==> src/rtl/axis_width_bridge.sv <==
// rtl/axis_width_bridge.sv - narrow host AXIS to wide core word bridge with input/output FIFOs

module axis_width_bridge_fifo #(
    parameter int WIDTH = 8,
    parameter int DEPTH = 4
) (
    input  logic             clk,
    input  logic             arstn,
    input  logic             push,
    input  logic [WIDTH-1:0] push_data,
    input  logic             pop,
    output logic [WIDTH-1:0] head,
    output logic             full,
    output logic             empty
);
    localparam int AW = $clog2(DEPTH);

    logic [WIDTH-1:0] mem [DEPTH];
    logic [AW:0]      wr_ptr;
    logic [AW:0]      rd_ptr;
    logic             push_ok;
    logic             pop_ok;

    // The extra pointer bit tells a wrapped (full) FIFO apart from an empty one.
    assign empty   = (wr_ptr == rd_ptr);
    assign full    = (wr_ptr[AW] != rd_ptr[AW]) && (wr_ptr[AW-1:0] == rd_ptr[AW-1:0]);
    assign push_ok = push && !full;
    assign pop_ok  = pop && !empty;
    assign head    = mem[rd_ptr[AW-1:0]];

    // Storage and pointers; storage is cleared so the head reads zero out of reset.
    always_ff @(posedge clk or negedge arstn) begin
        if (!arstn) begin
            wr_ptr <= '0;
            rd_ptr <= '0;
            for (int i = 0; i < DEPTH; i++) begin
                mem[i] <= '0;
            end
        end else begin
            if (push_ok) begin
                mem[wr_ptr[AW-1:0]] <= push_data;
                wr_ptr              <= wr_ptr + (AW+1)'(1);
            end
            if (pop_ok) begin
                rd_ptr <= rd_ptr + (AW+1)'(1);
            end
        end
    end
endmodule

module axis_width_bridge #(
    parameter int BUS_WIDTH  = 8,
    parameter int INP_WIDTH  = 24,
    parameter int OUT_WIDTH  = 16,
    parameter int FIFO_DEPTH = 4
) (
    input  logic                           clk,
    input  logic                           arstn,
    input  logic [BUS_WIDTH-1:0]           s_axis_tdata,
    input  logic                           s_axis_tvalid,
    output logic                           s_axis_tready,
    input  logic                           s_axis_tlast,
    output logic [INP_WIDTH-1:0]           core_in_tdata,
    output logic                           core_in_tvalid,
    input  logic                           core_in_tready,
    input  logic [OUT_WIDTH-1:0]           core_out_tdata,
    input  logic                           core_out_tvalid,
    output logic                           core_out_tready,
    output logic [BUS_WIDTH-1:0]           m_axis_tdata,
    output logic                           m_axis_tvalid,
    input  logic                           m_axis_tready,
    output logic                           m_axis_tlast,
    output logic                           short_word,
    output logic [$clog2(FIFO_DEPTH+1)-1:0] in_level
);
    localparam int IN_BEATS  = INP_WIDTH / BUS_WIDTH;
    localparam int OUT_BEATS = OUT_WIDTH / BUS_WIDTH;
    localparam int ICW       = (IN_BEATS > 1) ? $clog2(IN_BEATS) : 1;
    localparam int OCW       = (OUT_BEATS > 1) ? $clog2(OUT_BEATS) : 1;
    localparam int LW        = $clog2(FIFO_DEPTH+1);

    // ---------------- packer + input FIFO ----------------
    logic [ICW-1:0]       beat_cnt;
    logic [INP_WIDTH-1:0] asm_data;
    logic [INP_WIDTH-1:0] word_next;
    logic                 in_full;
    logic                 in_empty;
    logic                 s_accept;
    logic                 beat_is_last;
    logic                 word_close;
    logic                 in_pop;
    logic [LW-1:0]        level_q;

    // Ready depends only on registered occupancy, so a pop this cycle frees space only next cycle.
    assign s_axis_tready  = arstn && !in_full;
    assign s_accept       = s_axis_tvalid && s_axis_tready;
    assign beat_is_last   = (beat_cnt == ICW'(IN_BEATS-1));
    assign word_close     = s_accept && (s_axis_tlast || beat_is_last);
    assign core_in_tvalid = !in_empty;
    assign in_pop         = core_in_tvalid && core_in_tready;
    assign in_level       = level_q;

    // Merge the current beat into its slice; beat 0 is the MSB slice, unfilled slices stay zero.
    always_comb begin
        word_next = asm_data | (INP_WIDTH'(s_axis_tdata) << ((IN_BEATS-1-int'(beat_cnt))*BUS_WIDTH));
    end

    // Beat counter, assembly register and the early-close pulse.
    always_ff @(posedge clk or negedge arstn) begin
        if (!arstn) begin
            beat_cnt   <= '0;
            asm_data   <= '0;
            short_word <= 1'b0;
        end else begin
            short_word <= word_close && s_axis_tlast && !beat_is_last;
            if (s_accept) begin
                if (word_close) begin
                    beat_cnt <= '0;
                    asm_data <= '0;
                end else begin
                    beat_cnt <= beat_cnt + ICW'(1);
                    asm_data <= word_next;
                end
            end
        end
    end

    // Input occupancy: a push only happens when not full, a pop only when not empty.
    always_ff @(posedge clk or negedge arstn) begin
        if (!arstn) begin
            level_q <= '0;
        end else if (word_close && !in_pop) begin
            level_q <= level_q + LW'(1);
        end else if (in_pop && !word_close) begin
            level_q <= level_q - LW'(1);
        end
    end

    axis_width_bridge_fifo #(
        .WIDTH (INP_WIDTH),
        .DEPTH (FIFO_DEPTH)
    ) u_in_fifo (
        .clk       (clk),
        .arstn     (arstn),
        .push      (word_close),
        .push_data (word_next),
        .pop       (in_pop),
        .head      (core_in_tdata),
        .full      (in_full),
        .empty     (in_empty)
    );

    // ---------------- output FIFO + unpacker ----------------
    logic [OUT_WIDTH-1:0] out_head;
    logic                 out_full;
    logic                 out_empty;
    logic                 out_push;
    logic                 out_pop;
    logic                 m_hs;
    logic                 idx_last;
    logic [OCW-1:0]       idx;

    assign core_out_tready = arstn && !out_full;
    assign out_push        = core_out_tvalid && core_out_tready;
    assign m_axis_tvalid   = !out_empty;
    assign m_hs            = m_axis_tvalid && m_axis_tready;
    assign idx_last        = (idx == OCW'(OUT_BEATS-1));
    assign out_pop         = m_hs && idx_last;
    assign m_axis_tlast    = m_axis_tvalid && idx_last;
    assign m_axis_tdata    = BUS_WIDTH'(out_head >> ((OUT_BEATS-1-int'(idx))*BUS_WIDTH));

    // Beat index into the head word; the head only pops after its last beat is taken.
    always_ff @(posedge clk or negedge arstn) begin
        if (!arstn) begin
            idx <= '0;
        end else if (m_hs) begin
            idx <= idx_last ? '0 : idx + OCW'(1);
        end
    end

    axis_width_bridge_fifo #(
        .WIDTH (OUT_WIDTH),
        .DEPTH (FIFO_DEPTH)
    ) u_out_fifo (
        .clk       (clk),
        .arstn     (arstn),
        .push      (out_push),
        .push_data (core_out_tdata),
        .pop       (out_pop),
        .head      (out_head),
        .full      (out_full),
        .empty     (out_empty)
    );
endmodule

==> config.mk <==
export PLATFORM = sky130hd
export DESIGN_NAME = axis_width_bridge
export DESIGN_NICKNAME = d
export VERILOG_FILES = /design/src/rtl/axis_width_bridge.sv
export SDC_FILE = /design/constraint.sdc
export NUM_CORES = 1
export LEC_CHECK = 0
export ABC_AREA = 1
export BUFFER_PORTS_ARGS = -buffer_cell sky130_fd_sc_hd__buf_4
export CORE_MARGIN = 2
export CORE_UTILIZATION = 43
export CTS_BUF_LIST = sky130_fd_sc_hd__clkbuf_8
export CTS_CLUSTER_DIAMETER = 100
export DETAILED_ROUTE_END_ITERATION = 10
export PLACE_DENSITY = 0.6
export RECOVER_POWER = 25
export SLEW_MARGIN = 10
export SYNTH_ARGS = -nofsm -noshare
export SYNTH_HDL_FRONTEND = slang
export SYNTH_SLANG_ARGS = --single-unit
==> constraint.sdc <==
create_clock -name clk -period 6 [get_ports clk]
set_input_delay 0 -clock clk [delete_from_list [all_inputs] [get_ports clk]]
set_output_delay 0 -clock clk [all_outputs]
set_load 0.01 [all_outputs]
======== Word-level counts from Yosys, hierarchy flattened ========
Cells that the tools add are included.
storage, ports and cells
  output and inout bits ................... 41
  flip-flop bits (word level) ............. 203
  logic and storage cells ................. 94
  input port bits ......................... 31
operators by class
  equal/unequal tests ..................... 7
  mux-type cells .......................... 17
  add/sub/neg operators ................... 10
  shifts and indexed selects .............. 2
  reductions and logical operators ........ 30
  bitwise logic cells ..................... 5
  order comparisons ....................... 6
operators by type and width
  cell                                                       count
  bitwise mux 96 bit                                         1
  2-to-1 mux 24 bit                                          4
  bitwise mux 64 bit                                         1
  binary-select mux 24 bit (select 2 bit)                    1
  demux 24 bit (select 2 bit)                                1
  2-to-1 mux 16 bit                                          3
  binary-select mux 16 bit (select 2 bit)                    1
  demux 16 bit (select 2 bit)                                1
  << shifter 8 x 32 -> 24 bit                                1
  right shift 16 x 32 -> 8 bit                               1
  bitwise OR 24 bit                                          1
  logical AND 1 bit                                          21
  adder 3 x 1 -> 3 bit (second input constant)               5
  greater-or-equal comparator 3 bit (second input constant)  4
  NOT 2 -> 3 bit                                             4
  zero test 1 bit                                            7
  == test 3 bit                                              2
  < comparator 3 x 1 -> 1 bit (second input constant)        2
  2-to-1 mux 3 bit                                           2
  == test 2 bit                                              2
  subtractor 2 x 2 -> 3 bit (first input constant)           1
  subtractor 3 x 1 -> 3 bit (second input constant)          1
  adder 2 x 1 -> 2 bit (second input constant)               1
  == test 2 bit (second input constant)                      1
  7 further kinds                                            8

======== Logic depth before layout (Yosys ltp) ========
  word-level depth ........................ 10
  depth in mapped cells ................... 13
  depth with buffers taken out ............ 12

======== By module ========
A second synthesis with hierarchy kept.
second synthesis, totals
  cell total of the unflattened synthesis .. 1320
  area total of the unflattened synthesis .. 10506.3 um^2
modules (own cells, without submodules)
  module                               area each (um^2)  times used  cells an instance  sequential area each (um^2)
  axis_width_bridge_fifo (u_in_fifo)   5034.8            1           614                2552.4
  axis_width_bridge_fifo (u_out_fifo)  3535.9            1           426                1751.7
  axis_width_bridge                    1935.6            1           280                775.7

======== Least setup slack after synthesis ========
No wires, ideal clock.
  path kind ............................... register to register
  start point ............................. register beat_cnt[0]
  end point ............................... register level_q[2] (netlist: in_level[2])
  period minus slack after synthesis ...... 2.489 ns
  cell stages (with the launch flop) ...... 13
  required time ........................... 5.876 ns
  path buffers ............................ 2
  arrival ................................. 2.365 ns
  setup slack ............................. 3.511 ns
  setup time .............................. 0.124 ns
  path through ............................ dfrtp_1 -> inv_2 -> clkbuf_1 -> ha_1 -> nor2_1 -> nor2_4 -> buf_2 -> ha_1 -> inv_1 -> fa_1 -> a21oi_1 -> o21ai_0 -> xnor2_1
between the ends
  cells in the longest elaborated chain, start to end .. 6
  elaborated cells between the ends (all ways) .. 8
  classes of those cells .................. eq/ne (1); mux (1); reduce/logical (6)
ends and longest elaborated chain
  item                          RTL line  text
  start: declaration            83        logic [ICW-1:0] beat_cnt;
  start signal: assignment      121       beat_cnt <= beat_cnt + ICW'(1);
  == test 2 bit *               97        assign beat_is_last = (beat_cnt == ICW'(IN_BEATS-1));
  logical OR 1 bit *            98        assign word_close = s_accept && (s_axis_tlast || beat_is_last);
  logical AND 1 bit *           98
  zero test 1 bit               134       end else if (in_pop && !word_close) begin
  logical AND 1 bit             134
  nonzero test 2 bit (no line)  n/a
  end signal: assignment        133       level_q <= level_q + LW'(1);
  end signal: assignment        135       level_q <= level_q - LW'(1);
  end: declaration              92        logic [LW-1:0] level_q;
Mark *: on every way between the ends. The rest lies on a longest branch, timed or not.
A chain may end at the register's enable or synchronous reset.

======== Worst setup path in the final report ========
  start point ............................. register u_in_fifo.rd_ptr[0]
  end point ............................... output core_in_tdata[7]
between the ends
  cells in the longest elaborated chain, start to end .. 4
ends and longest elaborated chain
  item                                                  RTL line  text
  start: declaration                                    20        logic [AW:0] rd_ptr;
  start signal: assignment                              45        rd_ptr <= rd_ptr + (AW+1)'(1);
  NOT 2 -> 3 bit (not written as such)                  29        assign head = mem[rd_ptr[AW-1:0]];
  binary-select mux 24 bit (select 2 bit)               29
  2-to-1 mux 24 bit (not written as such) (2 in a row)  29
  end: declaration                                      63        output logic [INP_WIDTH-1:0] core_in_tdata,
Every way passes these cells. The select of a mux whose other input is x is not followed.

==> metrics.cfg <==
[global_route]
grt_overflow = 0
grt_pass1_vias = 8731
grt_pass1_wl_um = 46200
track_usage_pct = 22.1
antenna_found_initial = 0
grt_max_degree = 98

[power]
ir_drop_mv = 0.409
p_leak_nw = 6.03
clkPwrFrac_pct = 19.4
power.switching_w = 0.00288
p_int_w = 0.00375
p_comb_share_pct = 46.6
p_per_area_nw_per_um2 = 552
switching_share_pct = 43.5
p_seq_share_pct = 34.0

[critical_path]
r2r_setup_slack_ps = 2790
cp_data_arrival_time_ps = 4070
required_ps = 6000
worst-path-max-fanout = 40
r2r_start = u_in_fifo.rd_ptr[0]
cp_slowest_cell = clkbuf_1
max_stage_delay_ps = 1280
r2r-end = u_in_fifo.rd_ptr[0]
worst-setup-path-type = register to primary output
worstRegToRegCells = 4
crit_chain = clkbuf_1 -> inv_2 -> buf_4 -> o21ai_0 -> a21oi_1 -> a21oi_1 -> buf_4
end_kind = primary output
cp-start-kind = register

[synthesis]
synth_top_area_share_pct = 48.6
yosys.area.top_type = dfrtp_1
syn_inst = 1324
post-synth-top-count-cell = nand2_1
syn_area_um2 = 10500
syn_avg_cell_area_um2 = 7.90
async_flop_share_pct = 100
synth_edf_count = 0
yosys_register_bits = 203
yosysWarningCount = 0
synth_cell_type_count = 35
synth_nets = 1369
ys.flop_type = dfrtp_1
yosys-top-cells-area = dfrtp_1, nand2_1, o21bai_1
ys_seq_area_share_pct = 48.6
synth_common_cells = nand2_1, dfrtp_1, inv_1

[finish]
final_nets = 1434
area_delta_synth_final_pct = 15.1
final_cells = 1737
drive_gt1_share_pct = 10.6
fillers = 2400
fin_area_um2 = 12000
num_antenna_cells = 0

[routing]
via_per_inst = 5.04
dr_total_vias = 8746
ant_nets = 0
firstDrtPassIters = 5
drt-total-wl_um = 27800
drc = 0
drt_iter0_drc = 598
routedWlPerCell_um = 16.0

[die]
initial_core_util_pct = 43.4
row_count = 57
die_h_um = 160
die_w_um = 160
die_area_um2 = 25600
io_pins = 72
coreArea_um2 = 24100

[run_status]
status = finished, violations left
violations = max-capacitance violations, max-slew violations

[cts]
cts.reportedPaths.clkPinSlew_ps = 50
clkLatencyLatePin_ps = 540
postCtsSetupBuffers = 0
cts_root_buf = clkbuf_8
clock-sinks = 203
cts_buffers = 38
clk_path_buf_depth = 3
cts_tree = done
htreeDepth = 2

[sta]
tns_ps = 0
final-setup-viol-count = 0
fmax_mhz = 245
hold_viol = 0
worstMarginPinSlew_ps = 1750
max_slew_margin_pct = -17.0
finalCriticalPeriod_ps = 4070
clock_skew_ps = 29.2
rsz0062_at_grt = no
period_share_pct = 67.9
final_max_slew_viol_count = 27

[placement]
postPlaceCellArea_um2 = 11100
io_buffers = 71
gp_congestion = 0.767
placed_cells = 1650
dp_hpwl_um = 15900

[min_path]
hp-class = input port to asynchronous set/reset pin

[job]
maxCapViolCount = 1

[kinds of logic (layout without fill, tap and decap cells)]
| group | count (synthesis) | in the layout | share of synthesized area, % |
|---|---|---|---|
| XOR/XNOR | 13 | 13 | 1.16 |
| buffers and inverters | 238 | 327 | 9.47 |
| multiplexers | 1 | 1 | 0.108 |
| adder cells (fa/ha/maj) | 14 | 14 | 1.75 |
| AO/OA/AOI/OAI | 284 | 284 | 16.2 |
| flip-flops | 203 | 203 | 48.6 |
| AND/OR/NAND/NOR | 571 | 571 | 22.8 |
[per-layer routing]
layer	up-vias	global-route usage (%)	part of all wire (%)
met4	0	6.76	2.3
met5	-	0	0
li1	4348	-	-
met3	52	3.38	4.5
met2	195	35.8	47
met1	4151	30.8	46
[layout by cell type (no fill, tap or decap), drive strengths merged]
master	synthesis	routed
fa	1	1
nand2	383	383
dlygate4sd3	0	23
inv	155	169
o21ai	69	69
nand3b	1	1
nand3	114	114
nor3b	1	1
buf	34	79
xnor2	7	7
a31oi	8	8
nand4	2	2
a21oi	99	99
clkinv	1	4
clkinvlp	0	1
mux2	1	1
o22ai	8	8
o21bai	96	96
ha	13	13
dfrtp	203	203
clkbuf	48	51
nor2	70	70
xor2	6	6
o31ai	4	4
[power groups by stage]
stage / registers, W / logic (W) / clock network [W]
final: 0.00225 / 0.00310 / 0.00129
after global routing: 0.00233 / 0.00349 / 0.00138
after CTS: 0.00225 / 0.00315 / 0.00132
after detailed placement: 0.00227 / 0.00312 / 0
after global placement: 0.00225 / 0.00308 / 0
after floorplan: 0.00219 / 0.00212 / 0
[per-stage QoR]
step	hold slack, ps	util, %	power [W]	setup WS [ps]
floorplan	-296	-	0.00431	3510
global placement	35.6	46.1	0.00533	3230
detailed placement	35.8	46.1	0.00539	3190
CTS	8.79	50.0	0.00671	3150
global route	68.5	49.9	0.00720	1740
finish	48.8	49.9	0.00664	1930
[worst max-delay path, delay by kind of cell, from the launching register on]
kind,cells,cell delay (ps)
compound gates,3,520
flops,1,380
buf+inv,4,2610
[repair_timing]
item                      CTS  global route
hold endpoints to repair  150             0
resized for setup           0             0
hold buffers               23             0
[cell type report]
cell class	instances	area, um^2	area share, %
Sequential cell	203	5080	42.2
Multi-Input combinational cell	883	4400	36.5
Timing Repair Buffer	107	850	7.06
Clock buffer	46	633	5.26
Inverter	156	588	4.89
Tap cell	324	405	3.37
Clock inverter	18	82.6	0.686
[how the worst max path moves through the flow]
stage	from	to	slack (ps)	cells past startpoint
2_1_floorplan	beat_cnt[0]	in_level[2]	3510	12
3_3_place_gp	arstn	u_in_fifo.mem[29]	3230	6
3_5_place_dp	u_in_fifo.wr_ptr[1]	u_in_fifo.mem[38]	3190	9
4_1_cts	u_in_fifo.wr_ptr[1]	u_in_fifo.mem[17]	3150	9
5_1_grt	u_in_fifo.rd_ptr[0]	core_in_tdata[6]	1740	7
6_report	u_in_fifo.rd_ptr[0]	core_in_tdata[7]	1930	7
[registers in the layout, indices dropped and copies added (netlist names)]
register           flops
beat_cnt               2
u_in_fifo.mem         96
u_in_fifo.rd_ptr       3
asm_data              24
u_out_fifo.wr_ptr      3
u_out_fifo.rd_ptr      3
idx                    1
short_word             1
u_in_fifo.wr_ptr       3
in_level               3
u_out_fifo.mem        64
No activity file was read; power rests on OpenSTA's default activity.
